**config.mk**
```make
export PLATFORM = sky130hd
export DESIGN_NAME = debounce_array
export DESIGN_NICKNAME = d
export VERILOG_FILES = /design/src/rtl/debounce_pkg.sv /design/src/rtl/debounce_chan.sv /design/src/rtl/debounce_array.sv
export SDC_FILE = /design/constraint.sdc
export NUM_CORES = 1
export LEC_CHECK = 0
export ABC_AREA = 0
export CORE_MARGIN = 5
export CORE_UTILIZATION = 60
export DETAILED_ROUTE_END_ITERATION = 10
export PLACE_DENSITY = 0.77
export SYNTH_ARGS = -nofsm -noshare
export SYNTH_HDL_FRONTEND = slang
export SYNTH_SLANG_ARGS = --single-unit
```
**constraint.sdc**
```tcl
create_clock -name clk -period 3.73 [get_ports clk]
set_input_delay 0.373 -clock clk [delete_from_list [all_inputs] [get_ports clk]]
set_output_delay 0.373 -clock clk [all_outputs]
set_load 0.005 [all_outputs]
```
**src/rtl/debounce_pkg.sv**
```systemverilog
// debounce_pkg: default count constants and released-level helper for the debounce array.
package debounce_pkg;
  localparam int DEF_CNT_W = 24;
  localparam logic [23:0] DEF_STABLE_CNT = 24'd1_000_000;
  localparam logic [23:0] DEF_LONG_CNT = 24'd10_000_000;
  function automatic logic released_level(input logic active_low);
    return active_low ? 1'b1 : 1'b0;
  endfunction
endpackage

```
**src/rtl/debounce_chan.sv**
```systemverilog
// debounce_chan: one key channel: synchroniser, stability filter, edge pulses and long-press pulse.
module debounce_chan
  import debounce_pkg::*;
#(
  parameter int CNT_W = DEF_CNT_W,
  parameter logic [CNT_W-1:0] STABLE_CNT = DEF_STABLE_CNT,
  parameter logic [CNT_W-1:0] LONG_CNT = DEF_LONG_CNT,
  parameter logic ACTIVE_LOW = 1'b1
) (
  input  logic clk,
  input  logic rst_n,
  input  logic raw,
  output logic level,
  output logic press_pulse,
  output logic release_pulse,
  output logic long_pulse
);
  logic [1:0] sync;
  logic s, cand, upd;
  logic [CNT_W-1:0] cnt, hold;
  assign s = ACTIVE_LOW ? ~sync[1] : sync[1];
  // Update decision uses the registered count, so a toggle on the saturating edge cannot cancel it.
  assign upd = (cnt == STABLE_CNT) && (level != cand);
  always_ff @(posedge clk or negedge rst_n)
    if (!rst_n) begin
      sync <= {2{released_level(ACTIVE_LOW)}};
      cand <= 1'b0;
      cnt <= '0;
      level <= 1'b0;
      press_pulse <= 1'b0;
      release_pulse <= 1'b0;
      long_pulse <= 1'b0;
      hold <= '0;
    end else begin
      sync <= {sync[0], raw};
      cand <= s;
      cnt <= (s != cand) ? '0 : (cnt == STABLE_CNT) ? cnt : cnt + 1'b1;
      level <= upd ? cand : level;
      press_pulse <= upd && cand;
      release_pulse <= upd && !cand;
      hold <= !level ? '0 : (hold == LONG_CNT) ? hold : hold + 1'b1;
      long_pulse <= level && (hold == LONG_CNT - 1'b1);
    end
endmodule

```
**src/rtl/debounce_array.sv**
```systemverilog
// debounce_array: N_KEYS independent debounced key channels with press/release/long-press pulses.
module debounce_array
  import debounce_pkg::*;
#(
  parameter int N_KEYS = 4,
  parameter int CNT_W = DEF_CNT_W,
  parameter logic [CNT_W-1:0] STABLE_CNT = DEF_STABLE_CNT,
  parameter logic [CNT_W-1:0] LONG_CNT = DEF_LONG_CNT,
  parameter logic ACTIVE_LOW = 1'b1
) (
  input  logic clk,
  input  logic rst_n,
  input  logic [N_KEYS-1:0] key_i,
  output logic [N_KEYS-1:0] key_o,
  output logic [N_KEYS-1:0] press_o,
  output logic [N_KEYS-1:0] release_o,
  output logic [N_KEYS-1:0] long_o
);
  for (genvar i = 0; i < N_KEYS; i++) begin : g_chan
    debounce_chan #(
      .CNT_W(CNT_W),
      .STABLE_CNT(STABLE_CNT),
      .LONG_CNT(LONG_CNT),
      .ACTIVE_LOW(ACTIVE_LOW)
    ) u_chan (
      .clk(clk),
      .rst_n(rst_n),
      .raw(key_i[i]),
      .level(key_o[i]),
      .press_pulse(press_o[i]),
      .release_pulse(release_o[i]),
      .long_pulse(long_o[i])
    );
  end
endmodule

```
==> impl_metrics.tcl <==
set metrics [dict create \
    worstPathArrival_ns 2.03 \
    start_util 0.6129 \
    whs_ns 0.2610 \
    use_met1 0.2793 \
    diodes 0 \
    synth_cells 1087 \
    status "complete, no violations" \
    min_to "g_chan[1].u_chan.sync[0]" \
    critPathTopFamily "flip-flops" \
    cts_num_sinks 220 \
    post-route-util 0.6814 \
    ys_seq_area_frac 0.4976 \
    synth_cell_type_count 49 \
    syn_nets 1109 \
    area_delta_synth_final_pct 11.19 \
    post-cts-setup-buffers 0 \
    die_w_um 145.9 \
    worstSkewPairLatency_ns 0.51 \
    synth_flop_cell "dfrtp_1" \
    use_met2 0.3010 \
    r2r_slack_ns 1.71 \
    tightest_slew_ns 1.107 \
    crit_path_cell_trace "clkdlybuf4s50_1" \
    core_um2 18090 \
    path_max_fanout 29 \
    drcViolationCount 0 \
    netlist_top_cells_area "dfrtp_1 (48%), xnor2_1 (7.0%), xor2_1 (5.8%)" \
    cts_tree "yes" \
    antenna_found_initial 0 \
    fillers 1344 \
    synth_edf_count 0 \
    setup_tns_ns 0 \
    p_leak_nw 5.231 \
    grt_pass1_wl_um 35300 \
    routed_wl_um 19660 \
    fp.dieArea_um2 21290 \
    cts-root-buf "clkbuf_16" \
    rows 49 \
    rsz0062_at_grt "false" \
    start_kind "register" \
    dr_total_vias 7545 \
    synth_area_leader_cell "dfrtp_1" \
    pre_cts_ws_ns 1.734 \
    drtAntennaViolNets 0 \
    viasPerCell 5.618 \
    grt-ovfl-total 0 \
    max_freq_ghz 0.4166 \
    cpPeakStageDelay_ns 0.88 \
    slowest_stage "dfrtp_1" \
    grt_pass1_vias 7471 \
    finalHoldViolations 0 \
    yosys_warnings 0 \
    dp.cells 1298 \
    wl_per_cell_um 14.64 \
    top_usage_layer "met2" \
    grt_max_degree 102 \
    finClkSkew_ns 0.01034 \
    ys_ff_latch 220 \
    endpoint_kind "output port" \
    ios 22 \
    setup_slack_ns 1.330 \
    ys_async_sr_fraction 1.000 \
    slew_viol_final 0 \
    post-route-period-util 0.6435 \
    grt_use_total 0.1901 \
    die_h_um 145.9 \
    placed_area_um2 11430 \
    netlist_area_um2 11080 \
    final_area_um2 12320 \
    fin_crit_ns 2.400 \
    syn_avg_cell_area_um2 10.20 \
    crit_start "g_chan[1].u_chan.level" \
    critPathKind "reg2out" \
    crit_required_ns 3.36 \
    final_cells 1343 \
    place_congestion 0.8145 \
    holdPathStages 1 \
    h-tree-depth 1 \
    cap_violations 0 \
    met3_usage 0.02896 \
    clockBufferDepth 3 \
    fin_nets 1118 \
    rr_worst_depth 5 \
    power_mw 5.209 \
    cts_made_buffers 24 \
    dpl.hpwl_um 12740 \
    synth_top_area_frac 0.4786 \
    rr_startpoint "g_chan[1].u_chan.hold[6]" \
    drt_iter0_drc 472 \
    drtPass1Iterations 5 \
    r2r-end "g_chan[1].u_chan.hold[21]" \
    hold_start "key_i[1]" \
    power_density_nw_per_um2 422.6 \
    critPathBufInv 1 \
    setup_viol 0 \
    hold_class "in2reg" \
    vdd_drop_max_uv 448.6 \
    port_buffers 21 \
    drive_above_1_share 0.06822 \
    relSlewSlack 0.2584 \
    path_clk_slew_ns 0.06 \
]
-- how the worst max path moves through the flow --
stage                                end  slack, ns  cells past startpoint
2_1_floorplan     g_chan[0].u_chan.level       1.89                      4
3_3_place_gp      g_chan[3].u_chan.level       1.79                      6
3_5_place_dp   g_chan[1].u_chan.hold[21]       1.73                      5
4_1_cts                         key_o[1]       1.28                      1
5_1_grt                         key_o[1]       1.17                      1
6_report                        key_o[1]       1.33                      1
-- cells by family (layout without fill, tap and decap cells) --
logic type | after synthesis | count (layout) | share of synthesized area
and+or+nand+nor | 565 | 565 | 0.2929
xor gates and xnor gates | 162 | 162 | 0.1280
AOI/OAI and AO/OA | 42 | 42 | 0.02269
DFF | 220 | 220 | 0.4976
adders and majority gates | 16 | 16 | 0.01806
buffers and inverters | 70 | 97 | 0.02946
muxes | 12 | 12 | 0.01129
-- placed cells by master (no fill, tap or decap), types with 14 or more instances in the layout --
cell type and n:
and2_1 77, or3_1 15, nor2_1 112, xor2_1 73, nor4b_1 14, dfrtp_1 212
clkdlybuf4s50_1 20, clkbuf_16 25, nand4_1 52, and4_1 23, nor3b_1 15, nand2_1 59
xnor2_1 86, inv_1 27, ha_1 16, o21ai_0 14, nor3_1 18, and3_1 23
nand3_1 84
-- repair_timing --
| item | in CTS | in global routing |
|---|---|---|
| hold buffers | 1 | 0 |
| endpoints found under the hold margin | 92 | 0 |
| resized for setup | 0 | 0 |
-- power breakdown --
part	switching, mW	internal, mW
combinational	0.114	0.0533
sequential	0.0323	2.42
clock	0.949	1.64
-- metal layers --
metal | vias to the layer above | wire, um
met5 | - | 0
met4 | 0 | 412
met3 | 30 | 484
met2 | 76 | 9154
met1 | 3680 | 9605
li1 | 3759 | -
-- area by class of cell --
class                      count  area, um2  share of cell area
clock buffer                  29      680.7             0.05523
clock inverter                15      207.7             0.01685
inverter                      27      101.3            0.008223
multi-input combinational    797       5265              0.4272
sequential                   220       5515              0.4475
tap                          229      286.5             0.02325
timing repair buffer          26      267.8             0.02173
-- synth_stat cells (5+ instances only) --
cell type,number
dfrtp_1,212
nor2_1,112
xnor2_1,89
nand3_1,84
and2_1,77
xor2_1,73
nand2_1,59
nand4_1,52
inv_1,27
and3_1,23
and4_1,23
clkbuf_1,23
nor3_1,18
buf_4,16
ha_1,16
nor3b_1,15
or3_1,15
nor4b_1,14
o21ai_0,14
nor2b_1,13
a21oi_1,12
nor4_1,11
dfstp_2,8
mux2i_1,8
nand2b_1,8
nand3b_1,7
nor4_2,7
or4b_1,6
nor3_2,5
-- registers in the layout, indices dropped and copies added (netlist names) --
signal,flops
g_chan.u_chan.press_pulse,4
g_chan.u_chan.cand,4
g_chan.u_chan.long_pulse,4
g_chan.u_chan.release_pulse,4
g_chan.u_chan.hold,96
g_chan.u_chan.level,4
g_chan.u_chan.cnt,96
g_chan.u_chan.sync,8
No activity file was read; power rests on OpenSTA's default activity.
==> RTL edit 1, RTL diff (config.mk and constraints unchanged) <==
Make the reset (`rst_n`) synchronous in one clocked block.
--- a/src/rtl/debounce_chan.sv
+++ b/src/rtl/debounce_chan.sv
@@ -21,7 +21,7 @@
   assign s = ACTIVE_LOW ? ~sync[1] : sync[1];
   // Update decision uses the registered count, so a toggle on the saturating edge cannot cancel it.
   assign upd = (cnt == STABLE_CNT) && (level != cand);
-  always_ff @(posedge clk or negedge rst_n)
+  always_ff @(posedge clk)
     if (!rst_n) begin
       sync <= {2{released_level(ACTIVE_LOW)}};
       cand <= 1'b0;
Check against the original RTL: same outputs for any inputs over 10 cycles, from zero or initial values and one cycle with rst_n low; that may be too few to reach the edited logic, so the function may still have changed.
==> RTL edit 1 against the original RTL <==
  * Synthesized cell count is 14% higher
  * Sequential cell count stayed put
  * Worst setup slack better by 0.13 ns
  * Final area down 6.5%
  * Sequential share of layout area down 6.5 points
  * Clock power down 4%
  * Clock skew is 0.0021 ns lower
  * Synthesized area fell by 5.6%
  * Power decreased by 5.1%
  * Fmax is 6.0% higher
  * Wire length grew 7.5%
  * Highest routed layer unchanged
==> RTL edit 1: results (changes against the original RTL) <==
[outcome]
status=finished, final reports clean  ; unchanged

[route]
dr.pass1.iters=5  ; unchanged
via_count=8927  ; was 7545
routedWlPerCell_um=14.46  ; was 14.64 um
routed_wl_mm=21.12  ; was 19.66 mm
drt_iter0_markers=627  ; was 472

[synth]
netlist_top_cells_area=dfxtp_1 (42%), a21oi_1 (5.0%), xor2_1 (4.0%)  ; was dfrtp_1 (48%), xnor2_1 (7.0%), xor2_1 (5.8%)
synth_common_cells=dfxtp_1 (220), a21oi_1 (105), nor2_1 (93)  ; was dfrtp_1 (212), nor2_1 (112), xnor2_1 (89)
netlist-cell-type-count=54  ; was 49
post_synth.cell_area_avg_um2=8.456  ; was 10.20 um2
ys_warn_count=0  ; unchanged
syn-num-nets=1260  ; was 1109
async_flop_share_pct=0  ; was 100.0%
ys_seq_area_share_pct=42.07  ; was 49.76%

[final_layout]
fillers=1434  ; was 1344
finalNetCount=1242  ; was 1118
diodes=0  ; unchanged
drive_gt1_share_pct=4.531  ; was 6.822%
reg_top3=g_chan.u_chan.cnt x96, g_chan.u_chan.hold x96, g_chan.u_chan.sync x8  ; unchanged

[power_and_ir_drop]
peakVddDrop_mv=0.3221  ; was 0.4486 mV
p_leak_nw=3.546  ; was 5.231 nW

[place]
dp_hpwl_mm=14.16  ; was 12.74 mm
pre_cts_ws_ns=1.514  ; was 1.734 ns
dp.cells=1419  ; was 1298
gp_congestion=0.8239  ; was 0.8145

[hold_path]
min_path_type=reg2reg  ; was in2reg

[floorplanning]
start_util_pct=60.74  ; was 61.29%

[setup_path]
slowest_stage=or4_1  ; was dfrtp_1
worstPathArrival_ns=2.70  ; was 2.03 ns
crit_family=simple AND/OR/NAND/NOR gates  ; was flip-flops
critPathMaxFanout=10  ; was 29
critPathMaxStageDelay_ns=0.71  ; was 0.88 ns

[global_route]
met1_usage_pct=29.74  ; was 27.93%
antenna_found_initial=0  ; unchanged
grt.met3_usage_pct=2.890  ; was 2.896%
grt_pass1_vias=7910  ; was 7471
grt_use_met2_pct=33.12  ; was 30.10%
grt_usage_pct=20.70  ; was 19.01%
grt_pass1_wl_mm=36.77  ; was 35.30 mm
grt_max_degree=28  ; was 102

[clock_network]
clockBufferDepth=3  ; unchanged
clk_pin_slew_ns=0.06  ; about the same
clock_latency_ns=0.51  ; about the same
clock_tree.root_cell=clkbuf_16  ; unchanged
cts_buffers=24  ; unchanged
cts_resized=0  ; unchanged
post_cts_buffers=0  ; unchanged

[timing]
hold_viol=0  ; unchanged
slew_headroom_pct=44.79  ; was 25.84%
skew_ns=0.008192  ; was 0.01034 ns

==> RTL edit 1: changes by cell type after synthesis, sizes merged, moves of 19 or more <==
cell    before  now
dfxtp        0  220
dfrtp      212    0
a21oi       12  105
and2        77   13
xnor2       89   29
or4          4   50
o31ai        1   43
o21ai       15   52
xor2        73   48
clkbuf      23   47
nand2       60   84
or3         15   35
nor2       112   93
==> RTL edit 1: report_power, final <==
part	total, mW	leakage [nW]	switching, mW	internal (mW)
combinational	0.0857	1.35	0.0542	0.0315
sequential	2.38	1.78	0.0173	2.37
clock	2.48	0.416	0.915	1.56
total	4.95	3.55	0.986	3.96
==> RTL edit 1: path summary, 6_finish.rpt <==
path,endpoint,cells past startpoint,from,slack [ns]
worst max-delay path,g_chan[0].u_chan.hold[20],5,g_chan[0].u_chan.hold[1],1.46
worst min-delay path,g_chan[0].u_chan.sync[1],1,g_chan[0].u_chan.sync[0],0.41
worst max register to register,g_chan[0].u_chan.hold[20],5,g_chan[0].u_chan.hold[1],1.46
worst min register to register,g_chan[0].u_chan.sync[1],1,g_chan[0].u_chan.sync[0],0.41
==> RTL edit 1: area by class of cell <==
type / count / area share, %
clock buffer: 35 / 6.366
clock inverter: 7 / 0.9777
inverter: 38 / 1.238
multi-input combinational: 909 / 48.52
sequential: 220 / 38.24
tap: 225 / 2.444
timing repair buffer: 27 / 2.216
==> RTL edit 1: metrics by stage <==
stage / total power, mW / area, um2 / hold slack [ns] / utilization [%]
floorplan: 2.493 / 10470 / 0.3863 / -
detailed placement: 2.520 / 10670 / 0.3955 / 61.91
finish: 4.945 / 11520 / 0.4067 / 66.82
global route: 5.124 / 11520 / 0.4239 / 66.82
CTS: 5.002 / 11520 / 0.4090 / 66.82
global placement: 2.518 / 10670 / 0.3891 / 61.91
==> RTL edit 1: kinds of logic after synthesis <==
kind of cell / after synthesis / share of synthesized area, %
AO/OA/AOI/OAI: 226 / 12.70
XOR/XNOR: 77 / 6.442
adder cells (fa/ha/maj): 16 / 1.912
buffers and inverters: 109 / 4.554
flip-flops: 220 / 42.07
multiplexers: 6 / 0.5856
AND/OR/NAND/NOR: 584 / 31.73
==> RTL edit 1: per-layer routing <==
layer  part of all wire (%)  up-vias  wire length [um]
met1                     48     4234             10150
met4                    1.4        0               288
met3                    4.0       20               838
met5                      0        -                 0
li1                       -     4519                 -
met2                     47      154              9848
==> RTL edit 2, RTL diff (config.mk and constraints unchanged) <==
Without the edit above. `ACTIVE_LOW` is set to 1'b1 in 2 places; all go to 1'b0.
--- a/src/rtl/debounce_chan.sv
+++ b/src/rtl/debounce_chan.sv
@@ -5,7 +5,7 @@
   parameter int CNT_W = DEF_CNT_W,
   parameter logic [CNT_W-1:0] STABLE_CNT = DEF_STABLE_CNT,
   parameter logic [CNT_W-1:0] LONG_CNT = DEF_LONG_CNT,
-  parameter logic ACTIVE_LOW = 1'b1
+  parameter logic ACTIVE_LOW = 1'b0
 ) (
   input  logic clk,
   input  logic rst_n,
--- a/src/rtl/debounce_array.sv
+++ b/src/rtl/debounce_array.sv
@@ -6,7 +6,7 @@
   parameter int CNT_W = DEF_CNT_W,
   parameter logic [CNT_W-1:0] STABLE_CNT = DEF_STABLE_CNT,
   parameter logic [CNT_W-1:0] LONG_CNT = DEF_LONG_CNT,
-  parameter logic ACTIVE_LOW = 1'b1
+  parameter logic ACTIVE_LOW = 1'b0
 ) (
   input  logic clk,
   input  logic rst_n,
Check against the original RTL: no difference found for any inputs over 10 cycles, from zero or initial values and one cycle with rst_n low; that may be too few to reach the edited logic, so the function may still have changed.
==> RTL edit 2 against the original RTL <==
  * Worst setup slack improved by 0.23 ns
  * Combinational power is 4% higher
  * Synthesized area up 3.3%
  * Final area rose by 2.8%
  * Sequential cell count unchanged
  * Synthesized cell count increased by 11%
  * Non-clock buffer count increased by 2
  * Wire length grew 16%
  * Power grew 1.6%
==> RTL edit 2: results (changes against the original RTL) <==
[synth]
synth_common_cells=dfrtp_1 (220), a21oi_1 (93), nor2_1 (91)  ; was dfrtp_1 (212), nor2_1 (112), xnor2_1 (89)
netlist_top_cells_area=dfrtp_1 (48%), a21oi_1 (4.1%), xor2_1 (3.7%)  ; was dfrtp_1 (48%), xnor2_1 (7.0%), xor2_1 (5.8%)
post_synth.cell_area_avg_um2=9.502  ; was 10.20 um2

[global_route]
grt_max_degree=116  ; was 102
grt_pass1_wl_mm=40.01  ; was 35.30 mm
grt.met3_usage_pct=2.895  ; was 2.896%
grt_usage_pct=20.98  ; was 19.01%
grt_use_met2_pct=34.35  ; was 30.10%
met1_usage_pct=29.99  ; was 27.93%
grt_pass1_vias=8508  ; was 7471

[route]
drt_iter0_markers=584  ; was 472
routedWlPerCell_um=15.66  ; was 14.64 um
via_count=9100  ; was 7545

[final_layout]
layout.cells.non_filler=1454  ; was 1343
finalNetCount=1224  ; was 1118
drive_gt1_share_pct=5.164  ; was 6.822%

[timing]
period_needed_ns=2.168  ; was 2.400 ns
tightestPinTransition_ns=0.8636  ; was 1.107 ns
skew_ns=0.01232  ; was 0.01034 ns
timing.hold.ws_ns=0.3032  ; was 0.2610 ns

[power_and_ir_drop]
pg_clk_mw=2.66  ; was 2.59 mW
peakVddDrop_mv=0.3072  ; was 0.4486 mV
switching_share_pct=21.59  ; was 21.02%
power.density_mw_per_mm2=417.8  ; was 422.6 mW/mm2

[setup_path]
crit_family=simple AND/OR/NAND/NOR gates  ; was flip-flops
rr_endpoint=g_chan[3].u_chan.hold[22]  ; was g_chan[1].u_chan.hold[21]
r2r_start=g_chan[3].u_chan.hold[1]  ; was g_chan[1].u_chan.hold[6]
critPathMaxFanout=14  ; was 29
r2r_slack_ns=1.56  ; was 1.71 ns
path_class=reg2reg  ; was reg2out
critPathMaxStageDelay_ns=0.62  ; was 0.88 ns
slowest_stage=or4_1  ; was dfrtp_1

[place]
dp_hpwl_mm=14.91  ; was 12.74 mm
placed_area_mm2=0.01174  ; was 0.01143 mm2
dp.cells=1408  ; was 1298

[clock_network]
cts_buffers=25  ; was 24

[hold_path]
worst_hold_startpoint=key_i[2]  ; was key_i[1]
hold_end=g_chan[2].u_chan.sync[0]  ; was g_chan[1].u_chan.sync[0]

[outcome]
status=finished, final reports clean  ; unchanged

[RTL edit 2: cell types whose count changed after synthesis, moves of 25 or more]
cell / change
o31ai_1: +37
xor2_1: -25
or4_1: +42
a21oi_1: +81
xnor2_1: -50
and2_1: -69
o21ai_0: +29
[RTL edit 2: layout make-up]
cell class,instances,area [um2]
Fill cell,1498,6103
Sequential cell,220,5505
Multi-Input combinational cell,886,5504
Clock buffer,31,698.2
Timing Repair Buffer,28,295.3
Tap cell,234,292.8
Clock inverter,14,215.2
Inverter,41,153.9
[RTL edit 2: per-layer routing]
layer	vias up	share of wire, %
met1	4451	47
met4	0	2.1
met2	158	47
met5	-	0
li1	4458	-
met3	33	3.8
[RTL edit 2: logic make-up (layout without fill, tap and decap cells)]
logic type	after synthesis	in the layout	synth area share [%]
compound gates	207	207	10.81
xor+xnor	87	87	6.655
fa+ha+maj	16	16	1.748
buf+inv	99	114	3.846
flops	220	220	48.08
mux	7	7	0.6884
simple gates	569	569	28.17
